==> src/rtl/magic_seq_pkg.sv <==
// Shared definitions for the magic sequencer register space: field indices,
// AXI response codes, read FSM states and the per-field width lookup.
package magic_seq_pkg;

  localparam int BANK1_SRC_ADDR_WIDTH = 32;
  localparam int BANK1_SRC_SIZE_WIDTH = 26;
  localparam int BANK1_DST_ADDR_WIDTH = 32;
  localparam int BANK1_DST_SIZE_WIDTH = 26;
  localparam int BANK1_STATUS_WIDTH   = 2;
  localparam int BANK1_PROFILE_WIDTH  = 32;
  localparam int BANK1_LD_MSK_WIDTH   = 8;
  localparam int BANK1_ST_MSK_WIDTH   = 8;
  localparam int BANK0_CONTROL_WIDTH  = 4;
  localparam int BANK0_STATUS_WIDTH   = 4;
  localparam int BANK0_CNT_WIDTH      = 3;

  localparam logic BANK0 = 1'b0;
  localparam logic BANK1 = 1'b1;

  localparam logic [2:0] FLD_SRC_ADDR = 3'd0;
  localparam logic [2:0] FLD_SRC_SIZE = 3'd1;
  localparam logic [2:0] FLD_DST_ADDR = 3'd2;
  localparam logic [2:0] FLD_DST_SIZE = 3'd3;
  localparam logic [2:0] FLD_STATUS   = 3'd4;
  localparam logic [2:0] FLD_PROFILE  = 3'd5;
  localparam logic [2:0] FLD_LD_MSK   = 3'd6;
  localparam logic [2:0] FLD_ST_MSK   = 3'd7;
  localparam logic [2:0] FLD_CTRL     = 3'd0;
  localparam logic [2:0] FLD_STAT     = 3'd1;
  localparam logic [2:0] FLD_CNT      = 3'd2;

  localparam logic [1:0] RRESP_OKAY   = 2'b00;
  localparam logic [1:0] RRESP_SLVERR = 2'b10;

  typedef enum logic [1:0] {
    ST_IDLE   = 2'd0,
    ST_LOOKUP = 2'd1,
    ST_RESP   = 2'd2
  } rd_state_t;

  // Width 0 marks a field that does not exist.
  function automatic int fld_width(input logic bank, input logic [2:0] field);
    int w;
    w = 0;
    if (bank == BANK1) begin
      case (field)
        FLD_SRC_ADDR: w = BANK1_SRC_ADDR_WIDTH;
        FLD_SRC_SIZE: w = BANK1_SRC_SIZE_WIDTH;
        FLD_DST_ADDR: w = BANK1_DST_ADDR_WIDTH;
        FLD_DST_SIZE: w = BANK1_DST_SIZE_WIDTH;
        FLD_STATUS:   w = BANK1_STATUS_WIDTH;
        FLD_PROFILE:  w = BANK1_PROFILE_WIDTH;
        FLD_LD_MSK:   w = BANK1_LD_MSK_WIDTH;
        FLD_ST_MSK:   w = BANK1_ST_MSK_WIDTH;
        default:      w = 0;
      endcase
    end else begin
      case (field)
        FLD_CTRL: w = BANK0_CONTROL_WIDTH;
        FLD_STAT: w = BANK0_STATUS_WIDTH;
        FLD_CNT:  w = BANK0_CNT_WIDTH;
        default:  w = 0;
      endcase
    end
    return w;
  endfunction

endpackage

==> src/rtl/s_axi_rd_decode.sv <==
// Combinational read-address decode: bank/slot/field, legality and the
// zero-extension mask for the addressed field.
module s_axi_rd_decode
  import magic_seq_pkg::*;
#(
  parameter int GLOB_ADDR_WIDTH   = 32,
  parameter int GLOB_DATA_WIDTH   = 32,
  parameter int BANK1_INDEX_WIDTH = 3
) (
  input  logic [GLOB_ADDR_WIDTH-1:0]   i_addr,
  output logic                         o_bank,
  output logic [BANK1_INDEX_WIDTH-1:0] o_slot,
  output logic [2:0]                   o_field,
  output logic                         o_valid,
  output logic [GLOB_DATA_WIDTH-1:0]   o_mask
);

  logic                         w_sel_bank0;
  logic [BANK1_INDEX_WIDTH-1:0] w_slot_raw;
  logic                         w_upper_zero;
  logic                         w_unused_lsb;
  int                           w_width;

  // The bank-select address bit set addresses bank0; clear addresses bank1.
  assign w_sel_bank0  = i_addr[5+BANK1_INDEX_WIDTH];
  assign w_slot_raw   = i_addr[4+BANK1_INDEX_WIDTH:5];
  assign w_upper_zero = (i_addr[GLOB_ADDR_WIDTH-1:6+BANK1_INDEX_WIDTH] == '0);
  assign w_unused_lsb = ^i_addr[1:0];

  assign o_field = i_addr[4:2];
  assign o_bank  = w_sel_bank0 ? BANK0 : BANK1;
  assign o_slot  = w_sel_bank0 ? '0 : w_slot_raw;
  assign o_valid = w_upper_zero &&
                   (!w_sel_bank0 || ((w_slot_raw == '0) && (o_field <= FLD_CNT)));

  always_comb begin
    w_width = fld_width(o_bank, o_field);
    if (w_width >= GLOB_DATA_WIDTH) o_mask = '1;
    else                            o_mask = (GLOB_DATA_WIDTH'(1) << w_width) - GLOB_DATA_WIDTH'(1);
  end

endmodule

==> src/rtl/s_axi_read_slave.sv <==
// AXI4-Lite read responder for the magic sequencer register space.
// Define MAGIC_SEQ_RD_SLVERR_EN to answer illegal addresses with SLVERR.
module s_axi_read_slave
  import magic_seq_pkg::*;
#(
  parameter int GLOB_ADDR_WIDTH   = 32,
  parameter int GLOB_DATA_WIDTH   = 32,
  parameter int BANK1_INDEX_WIDTH = 3
) (
  input  logic                         clk,
  input  logic                         reset,
  input  logic [GLOB_ADDR_WIDTH-1:0]   S_AXI_ARADDR,
  input  logic                         S_AXI_ARVALID,
  output logic                         S_AXI_ARREADY,
  output logic [GLOB_DATA_WIDTH-1:0]   S_AXI_RDATA,
  output logic [1:0]                   S_AXI_RRESP,
  output logic                         S_AXI_RVALID,
  input  logic                         S_AXI_RREADY,
  output logic                         reg_rd_en,
  output logic                         reg_rd_bank,
  output logic [BANK1_INDEX_WIDTH-1:0] reg_rd_slot,
  output logic [2:0]                   reg_rd_field,
  input  logic [GLOB_DATA_WIDTH-1:0]   reg_rd_data
);

`ifdef MAGIC_SEQ_RD_SLVERR_EN
  localparam logic [1:0] INVALID_RESP = RRESP_SLVERR;
`else
  localparam logic [1:0] INVALID_RESP = RRESP_OKAY;
`endif

  rd_state_t                    r_state, w_state_nxt;
  logic                         w_arready, w_rd_en, w_load_r;
  logic                         w_dec_bank, w_dec_valid;
  logic [BANK1_INDEX_WIDTH-1:0] w_dec_slot;
  logic [2:0]                   w_dec_field;
  logic [GLOB_DATA_WIDTH-1:0]   w_dec_mask;

  logic                         r_bank, r_valid;
  logic [BANK1_INDEX_WIDTH-1:0] r_slot;
  logic [2:0]                   r_field;
  logic [GLOB_DATA_WIDTH-1:0]   r_mask;
  logic                         r_rvalid;
  logic [GLOB_DATA_WIDTH-1:0]   r_rdata;
  logic [1:0]                   r_rresp;

  s_axi_rd_decode #(
    .GLOB_ADDR_WIDTH  (GLOB_ADDR_WIDTH),
    .GLOB_DATA_WIDTH  (GLOB_DATA_WIDTH),
    .BANK1_INDEX_WIDTH(BANK1_INDEX_WIDTH)
  ) u_decode (
    .i_addr (S_AXI_ARADDR),
    .o_bank (w_dec_bank),
    .o_slot (w_dec_slot),
    .o_field(w_dec_field),
    .o_valid(w_dec_valid),
    .o_mask (w_dec_mask)
  );

  always_ff @(posedge clk or negedge reset) begin
    if (!reset) r_state <= ST_IDLE;
    else        r_state <= w_state_nxt;
  end

  // ARREADY is gated by reset so it drops the instant reset asserts.
  always_comb begin
    w_state_nxt = r_state;
    w_arready   = 1'b0;
    w_rd_en     = 1'b0;
    w_load_r    = 1'b0;
    case (r_state)
      ST_IDLE: begin
        w_arready = reset;
        if (S_AXI_ARVALID && w_arready) w_state_nxt = ST_LOOKUP;
      end
      ST_LOOKUP: begin
        w_rd_en     = r_valid;
        w_load_r    = 1'b1;
        w_state_nxt = ST_RESP;
      end
      ST_RESP: begin
        if (r_rvalid && S_AXI_RREADY) w_state_nxt = ST_IDLE;
      end
      default: w_state_nxt = ST_IDLE;
    endcase
  end

  always_ff @(posedge clk or negedge reset) begin
    if (!reset) begin
      r_bank  <= BANK0;
      r_slot  <= '0;
      r_field <= '0;
      r_valid <= 1'b0;
      r_mask  <= '0;
    end else if (S_AXI_ARVALID && w_arready) begin
      r_bank  <= w_dec_bank;
      r_slot  <= w_dec_slot;
      r_field <= w_dec_field;
      r_valid <= w_dec_valid;
      r_mask  <= w_dec_mask;
    end
  end

  // Storage data arrives during LOOKUP and is captured on the edge leaving it.
  always_ff @(posedge clk or negedge reset) begin
    if (!reset) begin
      r_rvalid <= 1'b0;
      r_rdata  <= '0;
      r_rresp  <= RRESP_OKAY;
    end else if (w_load_r) begin
      r_rvalid <= 1'b1;
      r_rdata  <= r_valid ? (reg_rd_data & r_mask) : '0;
      r_rresp  <= r_valid ? RRESP_OKAY : INVALID_RESP;
    end else if (r_rvalid && S_AXI_RREADY) begin
      r_rvalid <= 1'b0;
    end
  end

  assign S_AXI_ARREADY = w_arready;
  assign S_AXI_RVALID  = r_rvalid;
  assign S_AXI_RDATA   = r_rdata;
  assign S_AXI_RRESP   = r_rresp;
  assign reg_rd_en     = w_rd_en;
  assign reg_rd_bank   = r_bank;
  assign reg_rd_slot   = r_slot;
  assign reg_rd_field  = r_field;

endmodule

==> config.mk <==
export PLATFORM = sky130hd
export DESIGN_NAME = s_axi_read_slave
export DESIGN_NICKNAME = d
export VERILOG_FILES = /design/src/rtl/magic_seq_pkg.sv /design/src/rtl/s_axi_rd_decode.sv /design/src/rtl/s_axi_read_slave.sv
export SDC_FILE = /design/constraint.sdc
export NUM_CORES = 1
export LEC_CHECK = 0
export CAP_MARGIN = 30
export CORE_ASPECT_RATIO = 2
export CORE_UTILIZATION = 48
export DETAILED_ROUTE_END_ITERATION = 10
export PLACE_DENSITY = 0.78
export SYNTH_ARGS = -nofsm -noshare
export SYNTH_HDL_FRONTEND = slang
export SYNTH_HIERARCHICAL = 1
export SYNTH_SLANG_ARGS = --single-unit
==> constraint.sdc <==
create_clock -name clk -period 1.8 [get_ports clk]
set_clock_uncertainty 0.05 [all_clocks]
set_input_delay 0.27 -clock clk [delete_from_list [all_inputs] [get_ports clk]]
set_output_delay 0.27 -clock clk [all_outputs]
set_load 0.03 [all_outputs]
# Yosys cells after proc, flatten, opt, wreduce, memory -nomap -nowiden
# Memory sizes are Yosys's and may differ from the RTL's.
# Index checks and enable logic that the tools add are counted.
[word_totals]
ff_bits = 75
romBits = 32
in_bits = 68
output_inout_bits = 44
elab_cells = 48
memories = 1
[mem_list]
columns = ["memory", "depth", "width", "read_ports", "rd_clocked_by_memory_dff", "write_ports", "line_no", "source"]
rows = [
  ["(no name shown)", 8, 4, 1, 0, 0, "magic_seq_pkg.sv:46", "case (field)"],
]
[classes]
addsub = 1
n_lt_le_gt_ge = 2
n_eq_ne = 6
shift = 1
muxes = 14
bitwise_logic = 1
reduce_logical = 14
[op_table]
columns = ["operator", "count"]
rows = [
  ["32-bit two-way mux", 3],
  ["32-bit AND", 1],
  ["32-bit by 7-bit greater-or-equal comparator with 1-bit output, second input constant", 1],
  ["1-bit by 32-bit << shifter with 32-bit output, first input constant", 1],
  ["32-bit by 2-bit subtractor with 32-bit output, second input constant", 1],
  ["23-bit logical NOT", 1],
  ["3-bit logical NOT", 2],
  ["1-bit two-way mux", 6],
  ["2-bit one-hot mux with 3 select lines", 1],
  ["3-bit one-hot mux with 2 select lines", 1],
  ["1-bit logical AND", 5],
  ["2-bit two-way mux", 2],
  ["2-bit inequality test, second input constant", 2],
  ["3-bit by 1-bit == test with 1-bit output, second input constant", 1],
  ["3-bit by 2-bit == test with 1-bit output, second input constant", 1],
  ["3-bit by 2-bit less-or-equal comparator with 1-bit output, second input constant", 1],
  ["3-bit two-way mux", 1],
  ["2-bit by 1-bit == test with 1-bit output, second input constant", 1],
  ["2-bit == test, second input constant", 1],
  ["2-bit logical NOT", 1],
  ["2-bit AND reduction", 1],
  ["2-bit nonzero test", 1],
  ["2-bit OR reduction", 1],
  ["1-bit logical NOT", 1],
  ["1-bit logical OR", 1],
]

# Logic depth before layout (Yosys ltp)
# Gate-level depths: netlist of the first run.
[depth]
depth_word = 7
mapped_depth = 9
depth_no_buf = 7

# Cells and area by module
# Netlist of the first run, hierarchy kept.
[by_module_without_submodules]
columns = ["mod", "n_inst", "cells_each", "area_each_um2", "seq_area_each_um2"]
rows = [
  ["s_axi_read_slave", 1, 203, 3238.1, 1876.8],
  ["s_axi_rd_decode", 1, 91, 579.3, 0.0],
]

# Worst setup path after synthesis of the first run
# OpenSTA, ideal clock, no wires.
[synth_timing]
path_type = "in2reg"
startpoint = "in S_AXI_ARADDR[4]"
endpoint = "reg r_mask[10]"
arrival_ns = 1.787
required_ns = 1.625
setup_slack_ns = -0.162
stages = 9
path_buffers = 2
path_cell_list = "buf_2 -> a21oi_1 -> nand2b_1 -> ha_1 -> clkbuf_2 -> nand2b_1 -> a21oi_2 -> o21ai_0 -> mux2_4"
[synth_between]
elab_chain_len = 7
word_cells_on_any_way = 11
classes_between = "add/sub: 1; order compare: 1; eq/ne: 2; shift: 1; mux: 3; reduce/logical: 2; memory: 1"
[synth_rtl]
columns = ["item", "line_no", "source"]
rows = [
  ["start: declaration", "s_axi_read_slave.sv:12", "input logic [GLOB_ADDR_WIDTH-1:0] S_AXI_ARADDR,"],
  ["3-bit by 1-bit == test with 1-bit output or 3-bit logical NOT (tied branches)", "magic_seq_pkg.sv:58", "case (field)"],
  ["2-bit OR reduction (no line)", "n/a", ""],
  ["3-bit one-hot mux with 2 select lines", "magic_seq_pkg.sv:58", ""],
  ["32-bit two-way mux (*)", "magic_seq_pkg.sv:45", "if (bank == BANK1) begin"],
  ["1-bit by 32-bit << shifter with 32-bit output", "s_axi_rd_decode.sv:39", "else o_mask = (GLOB_DATA_WIDTH'(1) << w_width) - GLOB_DATA_WIDTH'(1);"],
  ["32-bit by 2-bit subtractor with 32-bit output", "s_axi_rd_decode.sv:39", ""],
  ["32-bit two-way mux (*)", "s_axi_rd_decode.sv:38", "if (w_width >= GLOB_DATA_WIDTH) o_mask = '1;"],
  ["net w_dec_mask[10]", "s_axi_read_slave.sv:37", "logic [GLOB_DATA_WIDTH-1:0] w_dec_mask;"],
  ["end signal: assignment", "s_axi_read_slave.sv:100", "r_mask <= w_dec_mask;"],
  ["end: declaration", "s_axi_read_slave.sv:42", "logic [GLOB_DATA_WIDTH-1:0] r_mask;"],
]
# The timed path passes the listed nets; every way through them passes the cells marked *.
# A chain may end at the register's enable or synchronous reset.

# Final worst setup path of the first run
# Same ends and word-level chain as after synthesis.

==> results of run 1 <==
[per-stage QoR]
stage,cells,instance area [µm²],utilization (%),setup TNS [ns],worst slack (ns)
detailed placement,490,5020,65.6,-9.92,-0.670
global route,509,5370,70.1,0,0.0184
global placement,490,5020,65.6,-8.92,-0.591
finish,509,5370,70.1,0,0.0646
floorplan,295,3870,-,0,0.336
CTS,509,5370,70.1,0,0.0373
[cell type report]
type / count / area (µm²) / share of cell area [%]
Timing Repair Buffer: 131 / 1270 / 23.7
Sequential cell: 75 / 1880 / 35.0
Multi-Input combinational cell: 189 / 1770 / 33.0
Clock buffer: 12 / 267 / 4.97
Clock inverter: 4 / 47.5 / 0.886
Tap cell: 94 / 118 / 2.19
Inverter: 4 / 15.0 / 0.280
[worst paths after layout]
path / start / endpoint / slack [ns] / cells after the start
worst max-delay path: S_AXI_ARADDR[4] / r_mask[10] / 0.06 / 9
worst min-delay path: reset / r_mask[22] / 0.20 / 2
worst max register to register: r_state[1] / r_mask[21] / 0.15 / 4
worst min register to register: S_AXI_RDATA[16] / S_AXI_RDATA[16] / 0.45 / 1
max in group asynchronous: reset / r_valid / 0.87 / 2
min in group clk: S_AXI_ARADDR[3] / reg_rd_field[1] / 0.37 / 3
[what timing repair did]
action,CTS,global route
setup buffers,2,0
gates cloned,1,0
setup endpoints to repair,15,11
pin swaps,3,1
resized for setup,7,6
[power by group through the flow]
stage / Sequential [mW] / Combinational (mW) / Clock [mW]
after floorplan: 2.47 / 1.03 / 0
after global placement: 2.45 / 1.61 / 0
after detailed placement: 2.47 / 1.65 / 0
after CTS: 2.45 / 1.68 / 1.89
after global routing: 2.49 / 1.77 / 1.97
final: 2.45 / 1.67 / 1.85
[logic make-up after synthesis]
group	after synthesis	share of synthesized area, %
AND/OR/NAND/NOR	70	11.5
flip-flops	75	49.2
other	2	0.197
adder cells (fa/ha/maj)	1	0.328
multiplexers	74	26.3
buffers and inverters	32	6.19
AO/OA/AOI/OAI	40	6.33
[cells in the final DEF (no fill, tap or decap), types with 2 or more instances in the layout]
cell,netlist,final
sky130_fd_sc_hd__a21o_1,2,2
sky130_fd_sc_hd__nand2b_1,6,6
sky130_fd_sc_hd__mux4_2,2,2
sky130_fd_sc_hd__buf_12,4,3
sky130_fd_sc_hd__buf_4,9,24
sky130_fd_sc_hd__dfrtp_1,75,74
sky130_fd_sc_hd__nor2b_1,5,4
sky130_fd_sc_hd__clkbuf_8,0,3
sky130_fd_sc_hd__nor3_1,4,4
sky130_fd_sc_hd__mux2_4,39,39
sky130_fd_sc_hd__inv_1,4,4
sky130_fd_sc_hd__clkbuf_2,1,2
sky130_fd_sc_hd__clkdlybuf4s50_1,0,100
sky130_fd_sc_hd__clkbuf_16,0,9
sky130_fd_sc_hd__o211ai_1,2,2
sky130_fd_sc_hd__o21ai_0,9,8
sky130_fd_sc_hd__a21oi_1,16,15
sky130_fd_sc_hd__nand2_1,5,5
sky130_fd_sc_hd__a211oi_1,4,4
sky130_fd_sc_hd__and3_1,32,32
sky130_fd_sc_hd__conb_1,2,3
sky130_fd_sc_hd__nor2_1,2,2
sky130_fd_sc_hd__nor4_1,5,5
sky130_fd_sc_hd__mux2_2,33,33
sky130_fd_sc_hd__and2_1,3,3
sky130_fd_sc_hd__clkinv_2,0,2
sky130_fd_sc_hd__nor3b_1,2,2
sky130_fd_sc_hd__nor2b_4,1,2
[metal layers]
layer	vias up	global-route usage [%]	part of all wire (%)
met2	80	41.7	57
met5	-	0	0
met1	1367	24.6	37
met3	19	4.72	3.5
met4	0	11.3	2.9
li1	1287	-	-
[sequential cells by signal, indices dropped and copies added (netlist names)]
register      cells
S_AXI_RDATA      32
S_AXI_RVALID      1
r_mask           32
r_state           2
r_valid           1
reg_rd_bank       1
reg_rd_field      3
reg_rd_slot       3
==> results.txt, run 1 <==
- Result of the run: finished clean
- Sw frac: 27.2%
- Clk_lat worst skew: 0.33 ns
- Number of global-route vias before repair: 3005
- Final hold analysis gives a worst-case slack of 0.198 ns.
* Final period util: 96.4%
* Buffer and inverter count on the worst path: 2
- The die is 65.1 µm wide.
- Initial drt markers: 152
- Clock root buffer master: sky130_fd_sc_hd__clkbuf_16
- Register area share after synthesis: 49.2%
* TritonCTS sink count: 75
- Type of the most critical hold path: in2async
- Global-route wire length before repair: 14400 µm
- Synthesis handed over a netlist of 294 instances.
- The signal on the critical path passes through clkdlybuf4s15_1 > a21oi_4 > nand2b_1 > ha_4 > buf_4 > and2_1 > o21ai_2 > o21ai_0 > mux2_4.
- The worst setup path is captured at a flop.
* Fraction of layout cells with a size suffix above 1: 31.3%
* Average wire per cell in the routed design: 17.3 µm
- Worst path slowest cell: sky130_fd_sc_hd__mux2_4
* Commonest cells in the synthesized netlist: 75 x sky130_fd_sc_hd__dfrtp_1, 39 x sky130_fd_sc_hd__mux2_4, 33 x sky130_fd_sc_hd__mux2_2
- RSZ-0062 raised after global routing: false
- Proportion of netlist area held by the largest area contributor: 49.2%
- Final-layout fill cell count: 574
- Commonest register cell after synthesis: sky130_fd_sc_hd__dfrtp_1
* Initial antenna violation count: 0
* Required time at the worst-slack endpoint: 1.97 ns
* Total power divided by cell area: 1110 mW/mm²
* H-Tree Depth: 3
- Input and output buffers added on the ports amount to 107.
* Starting density of the core: 49.9%
* Via Count: 2753
- No sink is reached through more buffers than the 2 on the longest clock path.
- Largest stage delay on the critical path: 0.27 ns
- The analysis attributes to net switching a power of 1.62 mW.
* Endpoints failing setup: 0
- Count of antenna-violating nets left after detailed routing: 0
- Of all flip-flops after synthesis, the portion carrying an async set or reset was 100%.
* Slew at the pin with the worst max-slew slack: 0.924 ns
- Sorting the synthesized cells by area gives the leading types as sky130_fd_sc_hd__dfrtp_1 49%, sky130_fd_sc_hd__mux2_4 15%, sky130_fd_sc_hd__mux2_2 9.7%, sky130_fd_sc_hd__and3_1 5.2%, sky130_fd_sc_hd__a21oi_1 2.1%.
- Of all cell types, the one taking the most synthesized area is sky130_fd_sc_hd__dfrtp_1.
- Critical path's top delay family: compound AO/OA/AOI/OAI gates
- Number of enable flip-flop cells after synthesis: 0
* Cell row count: 45
* Largest net degree at the start of global routing: 76
- After global routing the overflow that remains totals 0.
- The tool flagged a number of max-cap violations equal to 0.
* Number of top-level pins: 112
* Combinational group share of total power: 27.9%
- The floorplan step defined a die boundary enclosing 0.00834 mm².
- Of all nets on the critical path, the largest fanout is 7.
- In this run, CTS created clock tree buffers numbering 9.
- Final wirelength: 8810 µm
* Final number of hold-violating endpoints: 0
- At the end of routability-driven placement, the weighted congestion stood at 0.738.
- Number of distinct library cells after synthesis: 41
* Area of the placeable core: 0.00766 mm²
* Most repeated cell in the gate-level netlist after synthesis: sky130_fd_sc_hd__dfrtp_1
- Summing internal, switching and leakage power gives 5.97 mW.
- Via density: 5.41
* Minimum clock period after layout: 1.74 ns
- Setup Crit Path Kind: in2reg
* CTS hold repair buffers: 0
* Maximum clock frequency: 576 MHz
* Overall die height: 128 µm
- NumNets Final: 479
* TritonCTS clock tree: yes
* Final Max Slew Viols: 0
* VDD IR max: 0.000828 V
- At the worst endpoint, the arrival time is 1.90 ns.
- The synthesized design contains 75 register bits.
- Detailed placement HPWL: 6230 µm
- Synth-to-Final Area Change: 40.5%
- Critical path launch point type: input pin
* Final antenna diode count: 0
- Reported leakage power: 2.54 nW
- DRT Pass-1 Iters: 4
- Mapped Avg Cell Area: 13.0 µm²
- Headroom to the max-slew limit came out at 38.4%.
- Across every metal layer, demand over resource in global routing totals 23.0%.
* Cell internal power dissipation: 4.34 mW
- Sequential cells burn 41.0% of the power.
- Synthesized area: 0.00382 mm²
* DRC: 0
* Clock transition at the registers of the reported paths: 0.06 ns
- In this run, the clock network consumes 31.1% of the power.
- For this run, the number of Yosys warnings is 6.
Power figures use the tool's default switching activity.
==> inputs of run 2 (changes only) <==
- CORE_UTILIZATION: 48 -> 49
- CTS_BUF_LIST: default -> sky130_fd_sc_hd__clkbuf_8
- PLACE_DENSITY: 0.78 -> 0.79
==> run 2 against run 1 <==
Compared with the run above:
- via count grew 0.98%
- clock power shrank 22%
- fmax shrank 0.45%
- global-route usage down 0.073 points
- worst hold slack lost 0.029 ns
- sequential share of layout area up 0.64 points
- critical path depth down 2
- first-iteration DRC count down 36%
- sequential cell count did not move
==> results.txt, run 2 (synthesis gave the netlist of run 1 again) <==
* Critical path's top delay family: multiplexers
* VDD IR max: 0.000733 V (-11%)
- The count of unresolved DRC violations after routing is 0 (unchanged).
- The number of buffers added by the clock tree synthesis step came to 9 (unchanged).
* Final estimated routing congestion in global placement: 0.719 (-2.7%)
* Slew at the pin with the worst max-slew slack: 0.907 ns (-0.0165 ns)
- Commonest cells after routing, fill and taps aside: 100 x sky130_fd_sc_hd__clkdlybuf4s50_1, 75 x sky130_fd_sc_hd__dfrtp_1, 39 x sky130_fd_sc_hd__mux2_4
* Type of the most critical hold path: in2async
- The max-slew violation total from the final report came to 0 (unchanged).
- Slew margin rel.: 39.5% (+1.1 points)
* Leading cell type in the layout, fill and taps excluded: sky130_fd_sc_hd__clkdlybuf4s50_1
- TritonCTS clock tree: yes
- The fmax came to 574 MHz (-0.45%).
- The number of nets in the final layout was 477 (-0.42%).
- The total of fill cells in the finished design was 559 (-2.6%).
* Critical path data arrival time: 1.92 ns (+0.02 ns)
- RSZ-0062 raised after global routing: false
- The initial core utilization came to 50.6% (+0.74 points).
- Synth-to-Final Area Change: 37.9%
- The number of buffers inserted by port buffering is 107 (unchanged).
- The via count is 2780 (+0.98%).
* Minimum clock period after layout: 1.74 ns (+0.00793 ns)
- Die width: 64.4 µm (-1.0%)
- The tightest hold margin was 0.169 ns (-0.0292 ns).
- Setup Crit Path Kind: in2reg
- The chip height is 127 µm (-1.0%).
* Storage cell area: 0.00188 mm² (about the same)
* Area of the placeable core: 0.00754 mm² (-1.5%)
- Final period util: 96.9% (+0.44 points)
- Average wire per cell in the routed design: 17.3 µm (+0.11%)
- The placed wire-length estimate was 6300 µm (+1.2%).
- Footprint of the multi-input gates: 0.00175 mm² (-1.1%)
* Maximum clock insertion buffer count: 2 (unchanged)
- Clock transition at the registers of the reported paths: 0.08 ns (+0.02 ns)
- The leakage power was 2.51 nW (-1.2%).
- The setup total negative slack was 0 ns (unchanged).
- The per-cell via count in the routed design was 5.48 (+1.4%).
- Critical path capture point type: flop
- Critical path launch point type: input pin
- Pre-CTS setup slack: -0.573 ns (+0.0974 ns)
- Worst path slowest cell: sky130_fd_sc_hd__mux4_2
- Clk_lat worst skew: 0.34 ns (about the same)
- The number of DRC violations after detailed-routing iteration 0 was 97 (-36%).
- Cell row count: 45 (unchanged)
- H-Tree Depth: 3 (unchanged)
- The number of sinks on the clock net came to 75 (unchanged).
- Global route overflow: 0 (unchanged)
- The area of the die came to 0.00817 mm² (-2.0%).
* Buffer and inverter count on the worst path: 1 (-1)
- The maximum fanout count along the critical path came to 8 (+1).
- Final wirelength: 8790 µm (-0.28%)
* Clock root buffer master: sky130_fd_sc_hd__clkbuf_8
* Global-route wire length before repair: 14100 µm (-1.9%)
- The number of maximum-capacitance constraint violations is 0 (unchanged).
* Final Worst Setup Slack: 0.0567 ns (-0.00793 ns)
- The fraction of final layout cells with drive strength greater than 1 is 30.0% (-1.3 points).
* Result of the run: finished clean
- Number of top-level pins: 112 (unchanged)
- The reg2reg setup slack came to 0.11 ns (-0.04 ns).
- Tot GR Track Use: 22.9% (-0.073 points)
* Chain of cells forming the critical path: dlygate4sd2_1 > a21oi_4 > nand2b_1 > ha_2 > and3_4 > mux4_2 > mux2_4
- The maximum number of pins on one net before global-route repair was 76 (unchanged).
* Count of antenna-violating nets left after detailed routing: 0 (unchanged)
* Total power divided by cell area: 1050 mW/mm² (-5.8%)
- Initial antenna violation count: 0 (unchanged)
* Final number of hold-violating endpoints: 0 (unchanged)
* Largest stage delay on the critical path: 0.45 ns (+0.18 ns)
* Final antenna diode count: 0 (unchanged)
- Required time at the worst-slack endpoint: 1.98 ns (about the same)
- Tot Pwr: 5.52 mW (-7.5%)
* DRT Pass-1 Iters: 4 (unchanged)
- Number of global-route vias before repair: 2859 (-4.9%)
- Endpoints failing setup: 0 (unchanged)
run 2: cell count changes in the layout (fill, tap and decap cells not counted), moves of 2 or more:
cell	before	now
sky130_fd_sc_hd__clkbuf_2	2	0
sky130_fd_sc_hd__buf_4	24	22
sky130_fd_sc_hd__dlygate4sd2_1	1	3
sky130_fd_sc_hd__clkbuf_8	3	11
sky130_fd_sc_hd__clkbuf_16	9	0
run 2: stage by stage:
stage                     std cells  area, µm²  utilization [%]
final                           507       5270             69.8
after global routing            507       5270             69.8
after CTS                       507       5250             69.6
after detailed placement        487       5000             66.2
after global placement          487       5000             66.2
after floorplan                 295       3870                -
run 2: area by class of cell:
| class | count | area share [%] |
|---|---|---|
| well taps | 94 | 2.23 |
| multi-input cells | 188 | 33.3 |
| clock inverters | 5 | 1.45 |
| clock buffers | 11 | 2.88 |
| repair buffers | 130 | 24.2 |
| flip-flops and latches | 75 | 35.6 |
| inverters | 4 | 0.285 |
run 2: final timing paths:
kind | from | to | cells after the start
worst max register to register | r_state[1] | reg_rd_field[0] | 3
max in group asynchronous | reset | S_AXI_RDATA[3] | 2
worst max-delay path | S_AXI_ARADDR[2] | r_mask[30] | 7
worst min-delay path | reset | r_mask[16] | 2
worst min register to register | S_AXI_RDATA[16] | S_AXI_RDATA[16] | 1
min in group clk | S_AXI_RDATA[16] | S_AXI_RDATA[16] | 1
run 2: metal layers:
layer  global-route usage, %  up-vias  wire (µm)
met5                       0        -          0
met4                    11.1        0        184
met3                    3.60       11        251
met2                    40.0       74       4950
met1                    26.8     1416       3400
li1                        -     1279          -
run 2: repair_timing:
action                     CTS  global route
resized for setup            3             3
hold buffers                 0             0
setup buffers                4             0
pin swaps                    2             0
setup endpoints to repair   16            12
run 2: where the power goes:
part	internal (mW)	switching (mW)	total, mW
clock network	0.849	0.594	1.44
registers	2.12	0.307	2.43
logic	1.01	0.630	1.65
total	3.99	1.53	5.52
==> inputs of run 3 (changes only) <==
- PLACE_DENSITY: 0.79 -> 0.88
==> run 3 against run 2 <==
Compared with the run above:
- fmax grew 0.60%
- via count shrank 2.7%
- power shrank 5.0%
- die area is the same
- clock power shrank 19%
- first-iteration DRC count grew 44%
- wire length shrank 1.6%
- critical path depth shrank 6
- global-route usage shrank 0.35 points
- clock-buffer cell count grew 1
- combinational power is essentially flat
- largest power group unchanged
- highest routed layer unchanged
==> results.txt, run 3 (synthesis gave the netlist of run 1 again) <==
* Synth-to-Final Area Change: 36.6%
- Endpoints failing setup: 0 (unchanged)
- Global route overflow: 0 (unchanged)
- The first-pass GRT wire length was 14100 µm (-0.20%).
- Starting density of the core: 50.6% (unchanged)
- The number of antenna violations at the first check in global routing was 0 (unchanged).
* DRC: 0 (unchanged)
- The per-cell via count in the routed design came to 5.35 (-2.5%).
- The proportion of power drawn by the clock network came to 22.4% (-3.8 points).
- Result of the run: finished clean
- Via Count: 2705 (-2.7%)
- Buffer and inverter count on the worst path: 1 (unchanged)
* Final Max Slew Viols: 0 (unchanged)
- Setup Crit Path Kind: reg2out
* Number of placed instances, taps included: 487 (unchanged)
* Tightest hold margin: 0.112 ns (-0.0568 ns)
* Final wirelength: 8650 µm (-1.6%)
* Final estimated routing congestion in global placement: 0.746 (+3.8%)
- Total net switching power: 1.51 mW (-1.5%)
- Chain of cells forming the critical path: clkdlybuf4s50_1
* Clock transition at the registers of the reported paths: 0.07 ns (about the same)
- Critical path data arrival time: 1.41 ns (-0.51 ns)
- The number of DRC violations after detailed-routing iteration 0 came to 140 (+44%).
* Critical path launch point type: flop
- Clock root buffer master: sky130_fd_sc_hd__clkbuf_8
- Maximum clock frequency: 577 MHz (+0.60%)
- Port Buffers: 107 (unchanged)
* Critical path capture point type: output port
- The largest stage delay on the critical path was 0.69 ns (+0.24 ns).
- Cell row count: 45 (unchanged)
* Cell internal power dissipation: 3.73 mW (-6.3%)
- Die width: 64.4 µm (unchanged)
* NumNets Final: 476 (-0.21%)
* Sequential Power Share: 46.4% (+2.4 points)
- Number of global-route vias before repair: 2939 (+2.8%)
- The fraction of final layout cells with drive strength greater than 1 is 29.9% (-0.097 points).
- Number of max-cap violations: 0 (unchanged)
- In the layout the commonest cells are 100 x sky130_fd_sc_hd__clkdlybuf4s50_1, 74 x sky130_fd_sc_hd__dfrtp_1, 39 x sky130_fd_sc_hd__mux2_4.
- Combinational group share of total power: 31.3% (+1.5 points)
- The library cell used most frequently in the layout, excluding fill and tap cells, is sky130_fd_sc_hd__clkdlybuf4s50_1.
- TritonCTS clock tree: yes
* Floorplan die area: 0.00817 mm² (unchanged)
- The net switching share of the total power was 28.8% (+1.0 points).
* Largest net degree at the start of global routing: 76 (unchanged)
- Critical path's top delay family: buffers and inverters
- TritonCTS buffer count: 9 (unchanged)
* Worst path slowest cell: sky130_fd_sc_hd__clkdlybuf4s50_1
- Maximum clock insertion buffer count: 2 (unchanged)
- The post-route standard cell area excluding fillers is 0.00521 mm² (-0.97%).
* Total power divided by cell area: 1010 mW/mm² (-4.0%)
- The maximum vdd ir drop is 0.000839 V (+15%).
- The leakage power is 2.48 nW (-1.1%).
- The time the worst path needs with I/O delays and setup is 1.73 ns (-0.0104 ns).
- The worst path required time came to 1.48 ns (-0.50 ns).
- The overall power consumption was 5.24 mW (-5.0%).
- Final period util: 96.3% (-0.58 points)
- The number of endpoints with negative hold slack in the final report is 0 (unchanged).
- The chip height is 127 µm (unchanged).
- Non-filler cells in the finished layout: 506 (-0.20%)
- The mean routed wirelength per cell is 17.1 µm (-1.4%).
- Maximum fanout encountered on the critical timing path: 3 (-5)
* Tot GR Track Use: 22.6% (-0.35 points)
- The number of sinks on the clock net was 75 (unchanged).
- The residual antenna-violating net count after detailed routing was 0 (unchanged).
- The total cell area at the placement stage is 0.00498 mm² (-0.25%).
- H-Tree Depth: 3 (unchanged)
- The placed wire-length estimate was 6140 µm (-2.6%).
- The later-pin clock latency in the skew report came to 0.35 ns (about the same).
- The first-pass detailed-route iteration total came to 4 (unchanged).
* Number of top-level pins: 112 (unchanged)
- Slew at the pin with the worst max-slew slack: 0.933 ns (+0.0255 ns)
* Slew margin rel.: 37.8% (-1.7 points)
- Area of the placeable core: 0.00754 mm² (unchanged)
* RSZ-0062 raised after global routing: false
- The path class of the tightest hold or removal check is in2async.
## run 3: cell count changes in the layout (fill, tap and decap cells not counted), sizes merged
cell and delta:
bufinv -2, buf -1, clkbuf +1, clkinv +1
clkinvlp -1, diode +1
## run 3: worst paths after layout
path                                start         endpoint  slack [ns]  cells past startpoint
max                          S_AXI_RVALID     S_AXI_RVALID        0.07                      1
min                                 reset  S_AXI_RDATA[24]        0.11                      2
max reg2reg                    r_state[1]       r_mask[21]        0.12                      3
min reg2reg                S_AXI_RDATA[0]   S_AXI_RDATA[0]        0.46                      1
max in group asynchronous           reset          r_valid        0.96                      2
min in group clk                    reset       r_state[0]        0.44                      3
## run 3: through the flow
| stage | TNS [ns] | setup WS [ns] | util (%) |
|---|---|---|---|
| global route | 0 | 0.0216 | 69.1 |
| CTS | 0 | 0.00956 | 68.8 |
| floorplan | 0 | 0.336 | - |
| global placement | -8.46 | -0.550 | 66.1 |
| finish | 0 | 0.0670 | 69.1 |
| detailed placement | -9.42 | -0.563 | 66.1 |
## run 3: routing by layer
layer / global-route usage [%] / up-vias / share of wire (%)
met5: 0 / - / 0
met4: 11.6 / 0 / 2.9
met1: 26.2 / 1336 / 39
met2: 38.9 / 73 / 55
met3: 4.05 / 19 / 3.4
li1: - / 1277 / -
## run 3: final cells by class
type,count,area (µm²)
diodes,1,2.50
clock buffers,12,165
clock inverters,3,13.8
fillers,554,2330
inverters,4,15.0
multi-input cells,188,1770
flip-flops and latches,75,1880
well taps,94,118
repair buffers,129,1250
## run 3: power by group through the flow
| stage | logic (mW) | registers [mW] | clock network (mW) |
|---|---|---|---|
| finish | 1.64 | 2.43 | 1.17 |
| global route | 1.74 | 2.47 | 1.27 |
| detailed placement | 1.62 | 2.45 | 0 |
| global placement | 1.58 | 2.45 | 0 |
| CTS | 1.64 | 2.43 | 1.20 |
| floorplan | 1.03 | 2.47 | 0 |
## run 3: what timing repair did
action,4_1_cts,5_1_grt
setup endpoints to repair,16,10
resized for setup,6,2
buffers inserted,2,1
pin swaps,0,1
hold buffers,0,0
